[config.mk]
export PLATFORM = sky130hd
export DESIGN_NAME = tipi_reg_master
export DESIGN_NICKNAME = d
export VERILOG_FILES = /design/src/rtl/tipi_pkg.sv /design/src/rtl/tipi_sync2.sv /design/src/rtl/tipi_reg_master.sv
export SDC_FILE = /design/constraint.sdc
export NUM_CORES = 1
export LEC_CHECK = 0
export CAP_MARGIN = 20
export CORE_MARGIN = 3
export CORE_UTILIZATION = 39
export CTS_CLUSTER_DIAMETER = 30
export DETAILED_ROUTE_END_ITERATION = 7
export GPL_ROUTABILITY_DRIVEN = 0
export MAX_ROUTING_LAYER = met4
export PLACE_DENSITY_LB_ADDON = 0.2
export SYNTH_ARGS = -nofsm -noshare
export SYNTH_HDL_FRONTEND = slang
export SYNTH_SLANG_ARGS = --single-unit
[constraint.sdc]
create_clock -name clk -period 2.2 [get_ports clk]
set_clock_uncertainty 0.05 [all_clocks]
set_input_delay 0.44 -clock clk [delete_from_list [all_inputs] [get_ports clk]]
set_output_delay 0.44 -clock clk [all_outputs]
set_load 0.1 [all_outputs]
[src/rtl/tipi_pkg.sv]
`default_nettype none
// ============================================================================
//  tipi_pkg -- register-select codes and FSM states for the TIPI register master
//  Rev 1.0
// ============================================================================
package tipi_pkg;

   localparam logic [1:0] REG_RD = 2'b00;
   localparam logic [1:0] REG_RC = 2'b01;
   localparam logic [1:0] REG_TD = 2'b10;
   localparam logic [1:0] REG_TC = 2'b11;

   typedef enum logic [2:0] {
      ST_IDLE     = 3'd0,
      ST_SETUP    = 3'd1,
      ST_SLE_HI   = 3'd2,
      ST_SLE_LO   = 3'd3,
      ST_SHIFT_LO = 3'd4,
      ST_SHIFT_HI = 3'd5,
      ST_RESP     = 3'd6
   } state_e;

endpackage
`default_nettype wire

[src/rtl/tipi_sync2.sv]
`default_nettype none
// ============================================================================
//  tipi_sync2 -- two-flop synchronizer for the serial data returned by the CPLD
//  Rev 1.0
// ============================================================================
module tipi_sync2 (
   input  logic clk,
   input  logic rst_n,
   input  logic async_i,
   output logic sync_o
);

   logic meta_q;
   logic sync_q;

   always_ff @(posedge clk or negedge rst_n) begin
      if (!rst_n) begin
         meta_q <= 1'b0;
         sync_q <= 1'b0;
      end else begin
         meta_q <= async_i;
         sync_q <= meta_q;
      end
   end

   assign sync_o = sync_q;

endmodule
`default_nettype wire

[src/rtl/tipi_reg_master.sv]
`default_nettype none
// ============================================================================
//  tipi_reg_master -- host-side serial master for the TIPI RD/RC/TD/TC registers
//  Rev 1.0
// ============================================================================
module tipi_reg_master #(
   parameter int unsigned HALF_PERIOD = 4
) (
   input  logic       clk,
   input  logic       rst_n,
   input  logic       req_valid,
   output logic       req_ready,
   input  logic [1:0] req_reg,
   input  logic [7:0] req_wdata,
   output logic       rsp_valid,
   input  logic       rsp_ready,
   output logic [7:0] rsp_rdata,
   output logic       busy,
   output logic       rpi_sclk,
   output logic       rpi_sle,
   output logic       rpi_sdata_out,
   output logic [1:0] rpi_regsel,
   input  logic       rpi_sdata_in
);

   import tipi_pkg::*;

   localparam logic [7:0] LAST_TICK = 8'(HALF_PERIOD - 1);

   state_e     state_q, state_d;
   logic [7:0] timer_q, timer_d;
   logic [2:0] bit_q, bit_d;
   logic [1:0] reg_q, reg_d;
   logic [7:0] wdata_q, wdata_d;
   logic [7:0] rdata_q, rdata_d;
   logic       sclk_q, sclk_d;
   logic       sle_q, sle_d;
   logic       sdo_q, sdo_d;
   logic       sdi_sync;
   logic       phase_end;
   logic       rd_op;

   tipi_sync2 u_sync (
      .clk     (clk),
      .rst_n   (rst_n),
      .async_i (rpi_sdata_in),
      .sync_o  (sdi_sync)
   );

   assign phase_end = (timer_q == LAST_TICK);
   assign rd_op     = reg_q[1];

   always_comb begin
      state_d = state_q;
      timer_d = timer_q;
      bit_d   = bit_q;
      reg_d   = reg_q;
      wdata_d = wdata_q;
      rdata_d = rdata_q;

      if (state_q != ST_IDLE && state_q != ST_RESP) begin
         timer_d = phase_end ? 8'd0 : timer_q + 8'd1;
      end

      case (state_q)
         ST_IDLE: begin
            if (req_valid) begin
               state_d = ST_SETUP;
               reg_d   = req_reg;
               wdata_d = req_wdata;
               rdata_d = 8'h00;
               bit_d   = 3'd0;
               timer_d = 8'd0;
            end
         end
         ST_SETUP: begin
            if (phase_end) state_d = rd_op ? ST_SLE_HI : ST_SHIFT_LO;
         end
         ST_SLE_HI: begin
            if (phase_end) state_d = ST_SLE_LO;
         end
         ST_SLE_LO: begin
            if (phase_end) state_d = rd_op ? ST_SHIFT_LO : ST_RESP;
         end
         ST_SHIFT_LO: begin
            // Sample late in the low phase so the synchronized bit has settled.
            if (phase_end) begin
               state_d = ST_SHIFT_HI;
               if (rd_op) rdata_d = {rdata_q[6:0], sdi_sync};
            end
         end
         ST_SHIFT_HI: begin
            if (phase_end) begin
               bit_d = bit_q + 3'd1;
               if (bit_q == 3'd7) state_d = rd_op ? ST_RESP : ST_SLE_HI;
               else               state_d = ST_SHIFT_LO;
            end
         end
         ST_RESP: begin
            if (rsp_ready) state_d = ST_IDLE;
         end
         default: state_d = ST_IDLE;
      endcase
   end

   // Serial pins are registered from the next state so they stay glitch-free.
   always_comb begin
      sclk_d = (state_d == ST_SHIFT_HI);
      sle_d  = (state_d == ST_SLE_HI);
      sdo_d  = 1'b0;
      if (!reg_d[1] && (state_d == ST_SHIFT_LO || state_d == ST_SHIFT_HI)) begin
         sdo_d = wdata_d[3'd7 - bit_d];
      end
   end

   always_ff @(posedge clk or negedge rst_n) begin
      if (!rst_n) begin
         state_q <= ST_IDLE;
         timer_q <= 8'd0;
         bit_q   <= 3'd0;
         reg_q   <= 2'b00;
         wdata_q <= 8'h00;
         rdata_q <= 8'h00;
         sclk_q  <= 1'b0;
         sle_q   <= 1'b0;
         sdo_q   <= 1'b0;
      end else begin
         state_q <= state_d;
         timer_q <= timer_d;
         bit_q   <= bit_d;
         reg_q   <= reg_d;
         wdata_q <= wdata_d;
         rdata_q <= rdata_d;
         sclk_q  <= sclk_d;
         sle_q   <= sle_d;
         sdo_q   <= sdo_d;
      end
   end

   assign req_ready     = (state_q == ST_IDLE);
   assign busy          = (state_q != ST_IDLE);
   assign rsp_valid     = (state_q == ST_RESP);
   assign rsp_rdata     = rdata_q;
   assign rpi_sclk      = sclk_q;
   assign rpi_sle       = sle_q;
   assign rpi_sdata_out = sdo_q;
   assign rpi_regsel    = reg_q;

endmodule
`default_nettype wire
## Yosys cells after proc, flatten, opt, wreduce, memory -nomap -nowiden

Cells that the tools add are included.

| storage, ports and cells | value |
|---|---|
| flip-flop bits (word level) | 37 |
| output and inout bits | 16 |
| bits of input ports | 15 |
| logic and storage cells | 70 |

| cells by class | value |
|---|---|
| equal/unequal tests | 15 |
| $lt $le $gt $ge | 1 |
| reductions and logical operators | 9 |
| muxes and demuxes | 30 |
| $add $sub $neg | 3 |

Operators by type and width:

| cell | count |
|---|---|
| 8-bit 2-to-1 mux | 9 |
| 3-bit 2-to-1 mux | 12 |
| 3-bit one-hot mux with 7 select lines | 1 |
| 3-bit equality test, second input constant | 6 |
| 8-bit one-hot mux with 2 select lines | 1 |
| 3-bit by 2-bit equality test with 1-bit output, second input constant | 3 |
| 8-bit by 1-bit adder with 8-bit output, second input constant | 1 |
| 8-bit by 2-bit equality test with 1-bit output, second input constant | 1 |
| 2-bit 2-to-1 mux | 3 |
| 2-bit inequality test, second input constant | 3 |
| 3-bit one-hot mux with 2 select lines | 1 |
| 3-bit by 4-bit less-than comparator with 1-bit output, second input constant | 1 |
| 4-bit AND reduction | 1 |
| 3-bit by 1-bit adder with 3-bit output, second input constant | 1 |
| 1-bit binary-select mux with 3-bit select | 1 |
| 3-bit by 1-bit equality test with 1-bit output, second input constant | 1 |
| 3-bit zero test | 1 |
| 3-bit inequality test, second input constant | 1 |
| 3-bit nonzero test | 1 |
| 3-bit subtractor, first input constant | 1 |
| 1-bit logical AND | 2 |
| 1-bit 2-to-1 mux | 2 |
| 2-bit AND reduction | 1 |
| 2-bit nonzero test | 1 |
| 2 further kinds | 2 |

## Logic depth before layout (Yosys ltp)

| depth | value |
|---|---|
| depth after elaboration | 8 |
| mapped depth | 9 |
| mapped depth without buffers | 7 |

## Hierarchy

Synthesis repeated with hierarchy kept, for this count alone.

| second synthesis, totals | value |
|---|---|
| cells, all modules | 184 |
| area total of the unflattened synthesis | 1,798.0 sq um |

By module, submodules not included:

| module | times used | sequential area each (sq um) | cells an instance | area each (sq um) |
|---|---|---|---|---|
| tipi_reg_master | 1 | 875.8 | 182 | 1,747.9 |
| tipi_sync2 | 1 | 50.0 | 2 | 50.0 |

## Worst setup path before layout

OpenSTA, ideal clock, no wires.

| path | value |
|---|---|
| kind | register to output |
| start point | register state_q[2] |
| end point | output busy |
| setup slack | -2,301 ps |
| data required time | 1,710 ps |
| stages on the path, launching flop included | 4 |
| arrival | 4,011 ps |
| buffers on the path | 1 |
| cell sequence | dfrtp_1 buf_2 nor3_1 inv_1 |

| between the ends | value |
|---|---|
| longest elaborated chain between the ends | 1 |

Ends and longest elaborated chain:

| what | line | text |
|---|---|---|
| start, declared | tipi_reg_master.sv:30 | `state_e state_q, state_d;` |
| start signal, assigned | tipi_reg_master.sv:128 | `state_q <= state_d;` |
| 3-bit nonzero test | tipi_reg_master.sv:141 | `assign busy = (state_q != ST_IDLE);` |
| end, declared | tipi_reg_master.sv:18 | `output logic busy,` |

No other way between the ends.

## Worst setup path in the final report

| path | value |
|---|---|
| start point | register state_q[2] |
| end point | register sdo_q, in the netlist rpi_sdata_out |

| between the ends | value |
|---|---|
| elaborated cells on any way between the ends | 27 |
| those cells by class | 1 x add/sub; 8 x eq/ne; 14 x mux; 4 x reduce/logical |

RTL lines:

| what | line | text |
|---|---|---|
| 3-bit zero test | tipi_reg_master.sv:65 | `case (state_q)` |
| 8-bit 2-to-1 mux | tipi_reg_master.sv:65 |  |
| net wdata_d[3] | tipi_reg_master.sv:34 | `logic [7:0] wdata_q, wdata_d;` |
| 1-bit binary-select mux with 3-bit select | tipi_reg_master.sv:112 | `sdo_d = wdata_d[3'd7 - bit_d];` |
| 1-bit 2-to-1 mux (not written as such) | tipi_reg_master.sv:112 |  |
| 1-bit 2-to-1 mux | tipi_reg_master.sv:111 | `if (!reg_d[1] && (state_d == ST_SHIFT_LO \|\| state_d == ST_SHIFT_HI)) begin` |
| net sdo_d | tipi_reg_master.sv:38 | `logic sdo_q, sdo_d;` |
| end signal, assigned | tipi_reg_master.sv:136 | `sdo_q <= sdo_d;` |
| end, declared | tipi_reg_master.sv:38 |  |

The timed path passes the listed nets, and every way through them passes these cells. The select of a mux whose other input is x is not followed.
A chain may end at the register's enable or synchronous reset.

==> flow_summary.ini <==
[synth]
syn-cell-area_mm2 = 0.00182
synth_cells = 172
synth_edf_count = 0
avgSynthCellArea_um2 = 10.6
synth-simple-area-share_pct = 19.7
async_reset_ff_share_pct = 100
synth_top_area_share_pct = 51.0
muxShareOfSynthArea_pct = 9.24
synth_cell_type_count = 40
post-synth-top-count-cell = dfrtp_1
yosysSeqAreaShare_pct = 51.0
netlist_top_cells_area = dfrtp_1 (51%), nand2_1 (5.8%), o21ai_0 (4.7%), mux2_2 (4.3%), nor2_1 (2.5%)
yosys_warnings = 0
synth_compound_area_share_pct = 11.4
synth_nets = 190
ys_ff_latch = 37
ys_top_cells_by_count = dfrtp_1 (37), nand2_1 (28), o21ai_0 (17), nor2_1 (12)
synth_xor_area_share_pct = 2.41
synth_flop_cell = dfrtp_1
synth_top_family_by_area = simple AND/OR/NAND/NOR gates
synth_adder_area_share_pct = 2.07
synth_top_area_cell = dfrtp_1

[timing]
period_share_pct = 101
slew_viol_final = 0
hold_violations = 0
whs_ns = 0.300
worst_pin_slew_ns = 0.687
min_period_ns = 2.21
setup_viol = 1
worst_slack_ns = -0.0143
slew_headroom_pct = 53.8
finalSetupTns_ns = -0.0143
max_freq_mhz = 452
rsz0062_at_grt = yes

[power_and_ir_drop]
powerDensity_mw_per_mm2 = 1350
switchingPower_uw = 1470
intPower_uw = 1820
power.switching_fraction_pct = 44.7
ir_drop_mv = 0.747
combPwrFrac_pct = 55.3
p_seq_share_pct = 31.1
pwr-share-clk_pct = 13.6
cellLeakagePower_uw = 0.00112

[placed_design]
port_buffers = 30
hpwlAfterDp_um = 2840
placed_cell_area_mm2 = 0.00226

[critical_path]
endpoint_kind = register
cp-start-kind = register
arrival_ns = 2.30
cp.required_ns = 2.28
cp_max_fo = 6
worstSetupPathType = register to register

[status]
outcome = complete, but fails checks
failed_checks = setup timing

[clock_tree]
insertion_delay_ns = 0.29
path_clk_slew_ns = 0.07
clock_path_buffers = 2
cts_root_buf = clkbuf_8
h-tree-depth = 2
cts_tree = built
cts_hold_buffers = 0
cts_buffers = 5
cts.sinks = 37

[detailed_routing]
vias = 1444
wl_um = 4170
drtPass1Iterations = 4
drc_errors = 0
drt_iter0_drc = 70
ant_nets = 0
vias_per_cell = 5.25
wl_per_cell_um = 15.1

[global_route]
antenna_found_initial = 0
grt_pass1_vias = 1416
grt_use_total_pct = 16.5
grt_pass1_wl_um = 6610
grt_max_degree = 38
grt_overflow = 0

[cells_and_area]
area_growth_pct = 34.5
layout-drive-gt1-share_pct = 30.9
fin_nets = 240
finalInstanceArea_mm2 = 0.00244
diodes = 0
post-route-util_pct = 55.3

[min_path]
hold_class = register to register

[floorplan]
die_w_um = 74.2
die_h_um = 74.2
rows = 24
core-area_mm2 = 0.00441
start_util_pct = 41.1
io_pins = 31
die-area_mm2 = 0.00551

[flow_run]
drv_cap = 0
## layout make-up
class,instances,area [um2]
Fill cell,379,1970
Sequential cell,37,927
Inverter,7,26.3
Multi-Input combinational cell,122,901
Tap cell,52,65.1
Timing Repair Buffer,49,443
Clock buffer,8,80.1
## sequential cells by signal (all words and copies together) (netlist names)
name,cells
rsp_rdata,8
timer_q,8
wdata_q,8
bit_q,3
state_q,3
rpi_regsel,2
rpi_sclk,1
rpi_sdata_out,1
rpi_sle,1
u_sync.meta_q,1
u_sync.sync_o,1
## per-stage QoR
| step | setup WS [ns] | total power, uW | cells |
|---|---|---|---|
| final | -0.0143 | 3300 | 275 |
| after detailed placement | -0.466 | 2690 | 261 |
| after global placement | -0.413 | 2630 | 261 |
| after floorplan | -0.346 | 2250 | 172 |
| after CTS | 0.00645 | 3190 | 271 |
| after global routing | -0.0622 | 3500 | 275 |
## layout by cell type, fill, tap and decap left out, drive strengths merged, types with 2 or more instances in the layout
cell	n
a21oi	6
a31oi	2
and3	3
buf	35
clkbuf	8
clkdlybuf4s50	13
dfrtp	37
ha	3
inv	7
mux2	9
mux2i	5
nand2	28
nand3	2
nand4	4
nand4b	2
nor2	12
nor3	4
o211ai	2
o21ai	17
o31ai	3
or3	2
or4b	2
xor2	4
## path summary, 6_finish.rpt
path | start | endpoint | slack, ns | cells after the start
setup / recovery | state_q[2] | rpi_sdata_out | -0.01 | 5
hold / removal | u_sync.meta_q | u_sync.sync_o | 0.30 | 0
setup reg to reg | state_q[2] | rpi_sdata_out | -0.01 | 5
hold reg to reg | u_sync.meta_q | u_sync.sync_o | 0.30 | 0
max in group asynchronous | rst_n | timer_q[4] | 1.23 | 2
min in group asynchronous | rst_n | state_q[2] | 0.53 | 2
## cell families after synthesis
family	count (synthesis)
buffers and inverters	14
DFF	37
adders and majority gates	3
xor gates and xnor gates	5
and+or+nand+nor	65
AOI/OAI and AO/OA	34
muxes	14
## per-layer routing
metal,wire length (um),global-route usage (%)
met4,63,6.52
met2,1940,24.2
met1,1880,22.3
met5,0,-
met3,273,3.51
## timing repair
item | CTS | global route
buffers inserted | 1 | 4
setup endpoints to repair | 1 | 2
cloned | 1 | 0
gates resized for setup | 4 | 10
pin swaps | 3 | 7
## worst max-delay path: stages (launching register included)
cell and delay [ns]:
dfrtp_1 0.44, or4b_4 0.61, mux2_4 0.33, or2_2 0.30
a32oi_2 0.22, a2111oi_4 0.10
## power by group through the flow
stage               combinational, uW  sequential (uW)  clock [uW]
floorplan                         958             1290           0
global placement                 1620             1010           0
detailed placement               1680             1020           0
CTS                              1700             1020         465
global route                     1960             1050         492
finish                           1820             1030         449
Power figures use the tool's default switching activity.
